==> config.mk <==
export PLATFORM = sky130hd
export DESIGN_NAME = pdm_decimator
export DESIGN_NICKNAME = d
export VERILOG_FILES = /design/src/rtl/pdm_decimator.sv
export SDC_FILE = /design/constraint.sdc
export NUM_CORES = 1
export LEC_CHECK = 0
export CAP_MARGIN = 20
export CORE_MARGIN = 2
export CORE_UTILIZATION = 60
export DETAILED_ROUTE_END_ITERATION = 16
export PLACE_DENSITY = 0.78
export SLEW_MARGIN = 20
export SYNTH_ARGS = -nofsm -noshare
export SYNTH_HDL_FRONTEND = slang
export SYNTH_SLANG_ARGS = --single-unit
==> constraint.sdc <==
create_clock -name clk_in -period 11.8 [get_ports clk_in]
set_clock_uncertainty 0.1 [all_clocks]
set_input_delay 2.36 -clock clk_in [delete_from_list [all_inputs] [get_ports clk_in]]
set_output_delay 2.36 -clock clk_in [all_outputs]
set_load 0.02 [all_outputs]
==> src/rtl/pdm_decimator.sv <==
// PDM microphone front end: mic clock generation, input synchronizer and a
// 2nd-order CIC decimator producing saturated signed 8-bit PCM with a valid strobe.
module pdm_decimator #(
    parameter int CLK_DIV = 32,
    parameter int DECIM   = 64
) (
    input  logic       clk_in,
    input  logic       rst_n_in,
    input  logic       enable_in,
    input  logic       pdm_in,
    output logic       mic_clk_out,
    output logic [7:0] sample_out,
    output logic       sample_valid_out
);
    localparam int L  = $clog2(DECIM);
    localparam int W  = 2 * L + 2;
    localparam int SH = 2 * L - 7;
    localparam int DW = $clog2(CLK_DIV);

    localparam logic [DW-1:0]       DIV_LAST = DW'(CLK_DIV - 1);
    localparam logic [DW-1:0]       DIV_HALF = DW'(CLK_DIV / 2);
    localparam logic [L-1:0]        DEC_LAST = L'(DECIM - 1);
    localparam logic signed [W-1:0] SAT_MAX  = W'(127);
    localparam logic signed [W-1:0] SAT_MIN  = W'(-128);

    logic [DW-1:0]       div_cnt;
    logic [L-1:0]        dec_cnt;
    logic [1:0]          warm_cnt;
    logic                comb_pend;
    logic                sync_1;
    logic                sync_2;
    logic signed [W-1:0] i1;
    logic signed [W-1:0] i2;
    logic signed [W-1:0] d1;
    logic signed [W-1:0] d2;

    logic                bit_strobe;
    logic signed [W-1:0] x;
    logic signed [W-1:0] i1_next;
    logic signed [W-1:0] c1;
    logic signed [W-1:0] y;
    logic signed [W-1:0] y_sh;
    logic [7:0]          sat_val;

    assign bit_strobe = enable_in && (div_cnt == DIV_LAST);
    assign x          = sync_2 ? W'(1) : W'(-1);
    assign i1_next    = i1 + x;
    // Integrators wrap freely; the comb differences recover the true value.
    assign c1         = i2 - d1;
    assign y          = c1 - d2;
    assign y_sh       = y >>> SH;

    always_comb begin
        sat_val = y_sh[7:0];
        if (y_sh > SAT_MAX) begin
            sat_val = 8'h7f;
        end else if (y_sh < SAT_MIN) begin
            sat_val = 8'h80;
        end
    end

    always_ff @(posedge clk_in or negedge rst_n_in) begin
        if (!rst_n_in) begin
            sync_1 <= 1'b0;
            sync_2 <= 1'b0;
        end else begin
            sync_1 <= pdm_in;
            sync_2 <= sync_1;
        end
    end

    always_ff @(posedge clk_in or negedge rst_n_in) begin
        if (!rst_n_in) begin
            div_cnt          <= '0;
            dec_cnt          <= '0;
            warm_cnt         <= '0;
            comb_pend        <= 1'b0;
            i1               <= '0;
            i2               <= '0;
            d1               <= '0;
            d2               <= '0;
            mic_clk_out      <= 1'b0;
            sample_out       <= '0;
            sample_valid_out <= 1'b0;
        end else if (!enable_in) begin
            div_cnt          <= '0;
            dec_cnt          <= '0;
            warm_cnt         <= '0;
            comb_pend        <= 1'b0;
            i1               <= '0;
            i2               <= '0;
            d1               <= '0;
            d2               <= '0;
            mic_clk_out      <= 1'b0;
            sample_out       <= '0;
            sample_valid_out <= 1'b0;
        end else begin
            sample_valid_out <= 1'b0;
            comb_pend        <= 1'b0;
            div_cnt          <= (div_cnt == DIV_LAST) ? '0 : div_cnt + DW'(1);
            mic_clk_out      <= (div_cnt < DIV_HALF);
            if (bit_strobe) begin
                i1 <= i1_next;
                i2 <= i2 + i1_next;
                if (dec_cnt == DEC_LAST) begin
                    dec_cnt   <= '0;
                    comb_pend <= 1'b1;
                end else begin
                    dec_cnt <= dec_cnt + L'(1);
                end
            end
            // The first two comb results only prime d1/d2 and are never emitted.
            if (comb_pend) begin
                d1 <= i2;
                d2 <= c1;
                if (warm_cnt == 2'd2) begin
                    sample_out       <= sat_val;
                    sample_valid_out <= 1'b1;
                end else begin
                    warm_cnt <= warm_cnt + 2'd1;
                end
            end
        end
    end
endmodule

* Yosys cells after proc, flatten, opt, wreduce, memory -nomap -nowiden *
Index checks and enable logic that the tools add are counted.
Widths: inputs -> output; s select.

word-level totals
  memories kept = 0
  RAM bits = 0
  flip-flop bits (word level) = 82
  bits of input ports = 4
  output and inout bits = 10
  bits in read-only memories = 0
  latch bits = 0
  word-level logic and storage cells = 62

cells by class
  equality and inequality tests = 7
  muxes and demuxes = 29
  add/subtract/negate cells = 7
  reduce and logical (&&, ||, !) cells = 3
  shift-type cells = 0
  multipliers = 0
  bitwise gates (word level) = 0
  div/mod/pow operators = 0
  $lt $le $gt $ge = 3

operators with widths
  kind                 count
  $mux 14              9
  $mux 8               5
  $add 14x14->14       2
  $sub 14x14->14       2
  $mux 6               3
  $mux 5               2
  $gt 9x8->1 const B   1
  $lt 9x8->1 const B   1
  $mux 1               7
  $add 6x1->6 const B  1
  $eq 6x6->1 const B   1
  $mux 2               3
  $ne 2x1->1 const B   3
  $add 5x1->5 const B  1
  $eq 5x5->1 const B   1
  $lt 5x5->1 const B   1
  $reduce_and 2->1     2
  $add 2x1->2 const B  1
  $eq 2x2->1 const B   1
  $ne 2x2->1 const B   1
  $logic_and 1x1->1    1

* Longest topological paths before layout *
  depth in word-level cells = 8
  gate-level depth with buffers = 17
  depth with buffers taken out = 17

* Worst setup path after synthesis *
OpenSTA, ideal clock, no wires.

  path kind = register -> register
  from = reg i2[1]
  to = reg sample_out[0]
  library setup time = 0.140 ns
  period minus slack after synthesis = 3.734 ns
  required time = 11.560 ns
  path buffers = 0
  slack = 8.066 ns
  stages on the path, launching flop included = 16
  arrival = 3.493 ns
  cell sequence = dfrtp_1 ha_1 nor2b_1 o31a_1 o31a_1 o211ai_2 a21boi_0 o21ai_0 nor2b_1 xnor2_1 ha_1 and3_1 a211o_1 or2_2 o221ai_2 o211ai_1

between the ends
  longest elaborated chain between the ends = 8
  elaborated cells between the ends (all ways) = 9
  classes of those cells = add/sub (2); order compare (2); mux (5)

ends and longest elaborated chain
  element                   RTL line  RTL
  start: declaration        33        logic signed [W-1:0] i2;
  start signal: assignment  104       i2 <= i2 + i1_next;
  $sub 14x14->14 *          49        assign c1 = i2 - d1;
  $sub 14x14->14 *          50        assign y = c1 - d2;
  $lt 9x8->1                57        end else if (y_sh < SAT_MIN) begin
  $mux 8                    57
  $mux 8 *                  55        if (y_sh > SAT_MAX) begin
  $mux 8 *                  116       if (warm_cnt == 2'd2) begin
  $mux 8 *                  113       if (comb_pend) begin
  $mux 8 *                  85        end else if (!enable_in) begin
  end signal: assignment    117       sample_out <= sat_val;
  end: declaration          12        output logic [7:0] sample_out,

Mark *: on every way between the ends. The rest lies on a longest branch, timed or not. The select of a mux whose other input is x is not followed.
A chain may end at the register's enable or synchronous reset.

* Worst setup path in the final report *
  from = reg sync_2
  to = reg i2[13]

between the ends
  longest elaborated chain between the ends = 5

ends and longest elaborated chain
  element                   RTL line  RTL
  start: declaration        31        logic sync_2;
  start signal: assignment  68        sync_2 <= sync_1;
  $mux 14                   46        assign x = sync_2 ? W'(1) : W'(-1);
  $add 14x14->14            47        assign i1_next = i1 + x;
  $add 14x14->14            104
  $mux 14                   102       if (bit_strobe) begin
  $mux 14                   85

Every way passes these cells. The select of a mux whose other input is x is not followed.

==> run_results.csv <==
group,metric,value,unit
setup_path,crit_end,"i2[13]",
route,drt-initial-drc-count,163,
cts,cts_setup_buffers,0,
synth,syn_area_per_cell,9.58,sq um
final_layout,drive_above_1_share,0.0553,
setup_path,path_class,"flip-flop to flip-flop",
power,power_density,82.5,nW/um^2
setup_path,r2r_setup_slack,7.53,ns
setup_path,reg2reg_from,"sync_2",
final_layout,final.fill_count,760,
timing,timing.fmax,234,MHz
cts,path_clk_slew,0.09,ns
synth,ys_warn_count,0,
cts,clock-root-buffer,"clkbuf_8",
grt,grt_pass1_vias,4124,
setup_path,crit_chain,"inv_1 -> ha_1 -> nor2b_1 -> o21a_1 -> o21ai_0 -> nand2b_1 -> a21oi_1 -> xnor2_1 -> ha_1 -> o21a_1 -> a2111oi_0 -> o41a_1 -> o211ai_1 -> mux2i_1 -> mux2i_1",
final_layout,diodes,0,
cts,cts_inserted_buffers,9,
cts,cts_num_sinks,82,
setup_path,crit_path_start,"sync_2",
route,wire_per_inst,14.3,um
synth,netlist_top_cells_count,"dfrtp_1 (82), nor2b_1 (55), ha_1 (54), mux2i_1 (50), inv_1 (44)",
final_layout,seqCellArea,2050,sq um
place,port_buffers,13,
place,dpl.hpwl,7600,um
grt,gr-usage-all-layers,0.227,
place,gp_congestion,0.842,
timing,worstMarginPinSlew,0.863,ns
setup_path,cpPeakStageDelay,0.56,ns
synth,ys_types,53,
synth,yosysSeqAreaShare,0.357,
status,status,"finished clean",
final_layout,num-nets-final,671,
cts,cts_buffer_depth,2,
synth,synth_area_leaders,"dfrtp_1 (36%), ha_1 (12%), mux2i_1 (8.7%)",
setup_path,cp-end-kind,"flip-flop",
timing,finalCritPeriodShare,0.362,
route,viasPerCell,5.60,
route,wl,10700,um
synth,synth_top_cell_area_share,0.357,
die,core-area,9280,sq um
timing,relSlewSlack,0.420,
setup_path,critPathArrivalTime,4.45,ns
route,ant_nets,0,
synth,ys.flop_type,"dfrtp_1",
power,vdd_drop_max,0.0000603,V
timing,fin_setup_tns,0,ns
timing,report.final.setup_viol,0,
setup_path,critPathSlowestCell,"a2111oi_0",
synth,yosysMostFrequentCell,"dfrtp_1",
synth,syn_nets,661,
power,power_leakage,2.63,nW
worst_hold_path,hold_depth,0,
die,rows,35,
setup_path,cp_max_fo,12,
setup_path,reg2regPathDepth,15,
cts,cts_resized,0,
cts,clkLatencyLatePin,0.37,ns
timing,maxSlewViolCount,0,
synth,synthCells,600,
setup_path,r2r_end,"i2[13]",
timing,final_hold_viol_count,0,
setup_path,worstPathRequired,11.98,ns
timing,fin_crit,4.27,ns
route,num_vias,4166,
worst_hold_path,hold_path.class,"flip-flop to flip-flop",
die,die_w,102,um
die,start_util,0.619,
grt,antenna_found_initial,0,
route,post-route-drc-count,0,
route,drtPass1Iterations,4,
final_layout,multi_input_area,3460,sq um
synth,synth_edf_count,0,
grt,grt_pass1_wl,18800,um
die,io_pins,14,
synth,yosys.area.top_type,"dfrtp_1",
synth,synth-async-reset-ratio,1.00,
final_layout,area_growth,7.60,%
run,cap_violations,0,
final_layout,utilization,0.666,
setup_path,critPathLaunchType,"flip-flop",
cts,cts_tree,"done",
cts,cts_htree_levels,3,
cts,hold_buffers,0,
grt,grt_max_degree,76,
grt,grt_overflow,0,
timing,rsz0062_at_grt,"false",
die,die_h,102,um
die,dieArea,10400,sq um
synth,ys_seq_elements,82,
synth,netlist_area,5750,sq um
## power breakdown
| part | switching (mW) | total (mW) | internal, mW | leakage, nW |
|---|---|---|---|---|
| clock | 0.115 | 0.196 | 0.0805 | 0.0959 |
| combinational | 0.0194 | 0.0310 | 0.0116 | 1.40 |
| sequential | 0.000938 | 0.283 | 0.282 | 1.14 |
## final cells by class
cell class,instances,area share
clock buffers,9,0.0200
clock inverters,7,0.0103
inverters,44,0.0267
multi-input cells,456,0.560
flip-flops and latches,82,0.332
well taps,129,0.0261
repair buffers,17,0.0247
## logic make-up after synthesis
family          after synthesis  synth area share
xor+xnor                     45            0.0736
flops                        82             0.357
fa+ha+maj                    57             0.128
compound gates              115             0.137
buf+inv                      62            0.0405
simple gates                189             0.177
mux                          50            0.0871
## sequential cells by signal, indices dropped and copies added (netlist names)
name and cells:
d1 14, d2 14, i1 14, i2 14, sample_out 8, dec_cnt 6, div_cnt 5, warm_cnt 2
comb_pend 1, mic_clk_out 1, sample_valid_out 1, sync_1 1, sync_2 1
## worst min-delay path by stage
stage / from / end
5_1_grt: sync_1 / sync_2
4_1_cts: sync_1 / sync_2
6_report: sync_1 / sync_2
2_1_floorplan: sync_1 / sync_2
3_5_place_dp: sync_1 / sync_2
3_3_place_gp: sync_1 / sync_2
## stage by stage
stage,cell area [sq um],worst slack [ns],cells,hold slack (ns),total power [mW]
global placement,5990,7.70,728,0.238,0.319
CTS,6180,7.51,744,0.286,0.514
global route,6180,7.18,744,0.300,0.534
floorplan,5750,8.07,600,0.231,0.309
detailed placement,5990,7.55,728,0.256,0.320
finish,6180,7.53,744,0.286,0.510
## cell usage in the layout (no fill, tap or decap), types with 12 or more instances in the layout
cell / n
nand3_1: 12
xnor2_1: 34
nand2_1: 35
mux2i_1: 50
dfrtp_1: 82
nor2b_1: 55
nor2_1: 23
ha_1: 53
nor3_1: 15
o21ai_0: 25
and2_1: 13
inv_1: 44
a21oi_1: 26
## worst max-delay path: cells and delay by family (launching register included)
kind / cells / cell delay [ns]
compound gates: 7 / 1.85
xor+xnor: 1 / 0.17
fa+ha+maj: 2 / 0.64
buf+inv: 1 / 0.34
flops: 1 / 0.43
mux: 2 / 0.41
simple gates: 2 / 0.26
## per-layer routing
metal	up-vias	part of all wire	track usage
met5	-	0	0
met4	0	0.011	0.0554
met3	10	0.027	0.0410
met2	46	0.48	0.381
met1	2002	0.48	0.307
li1	2108	-	-
(Power assumes the default switching activity.)
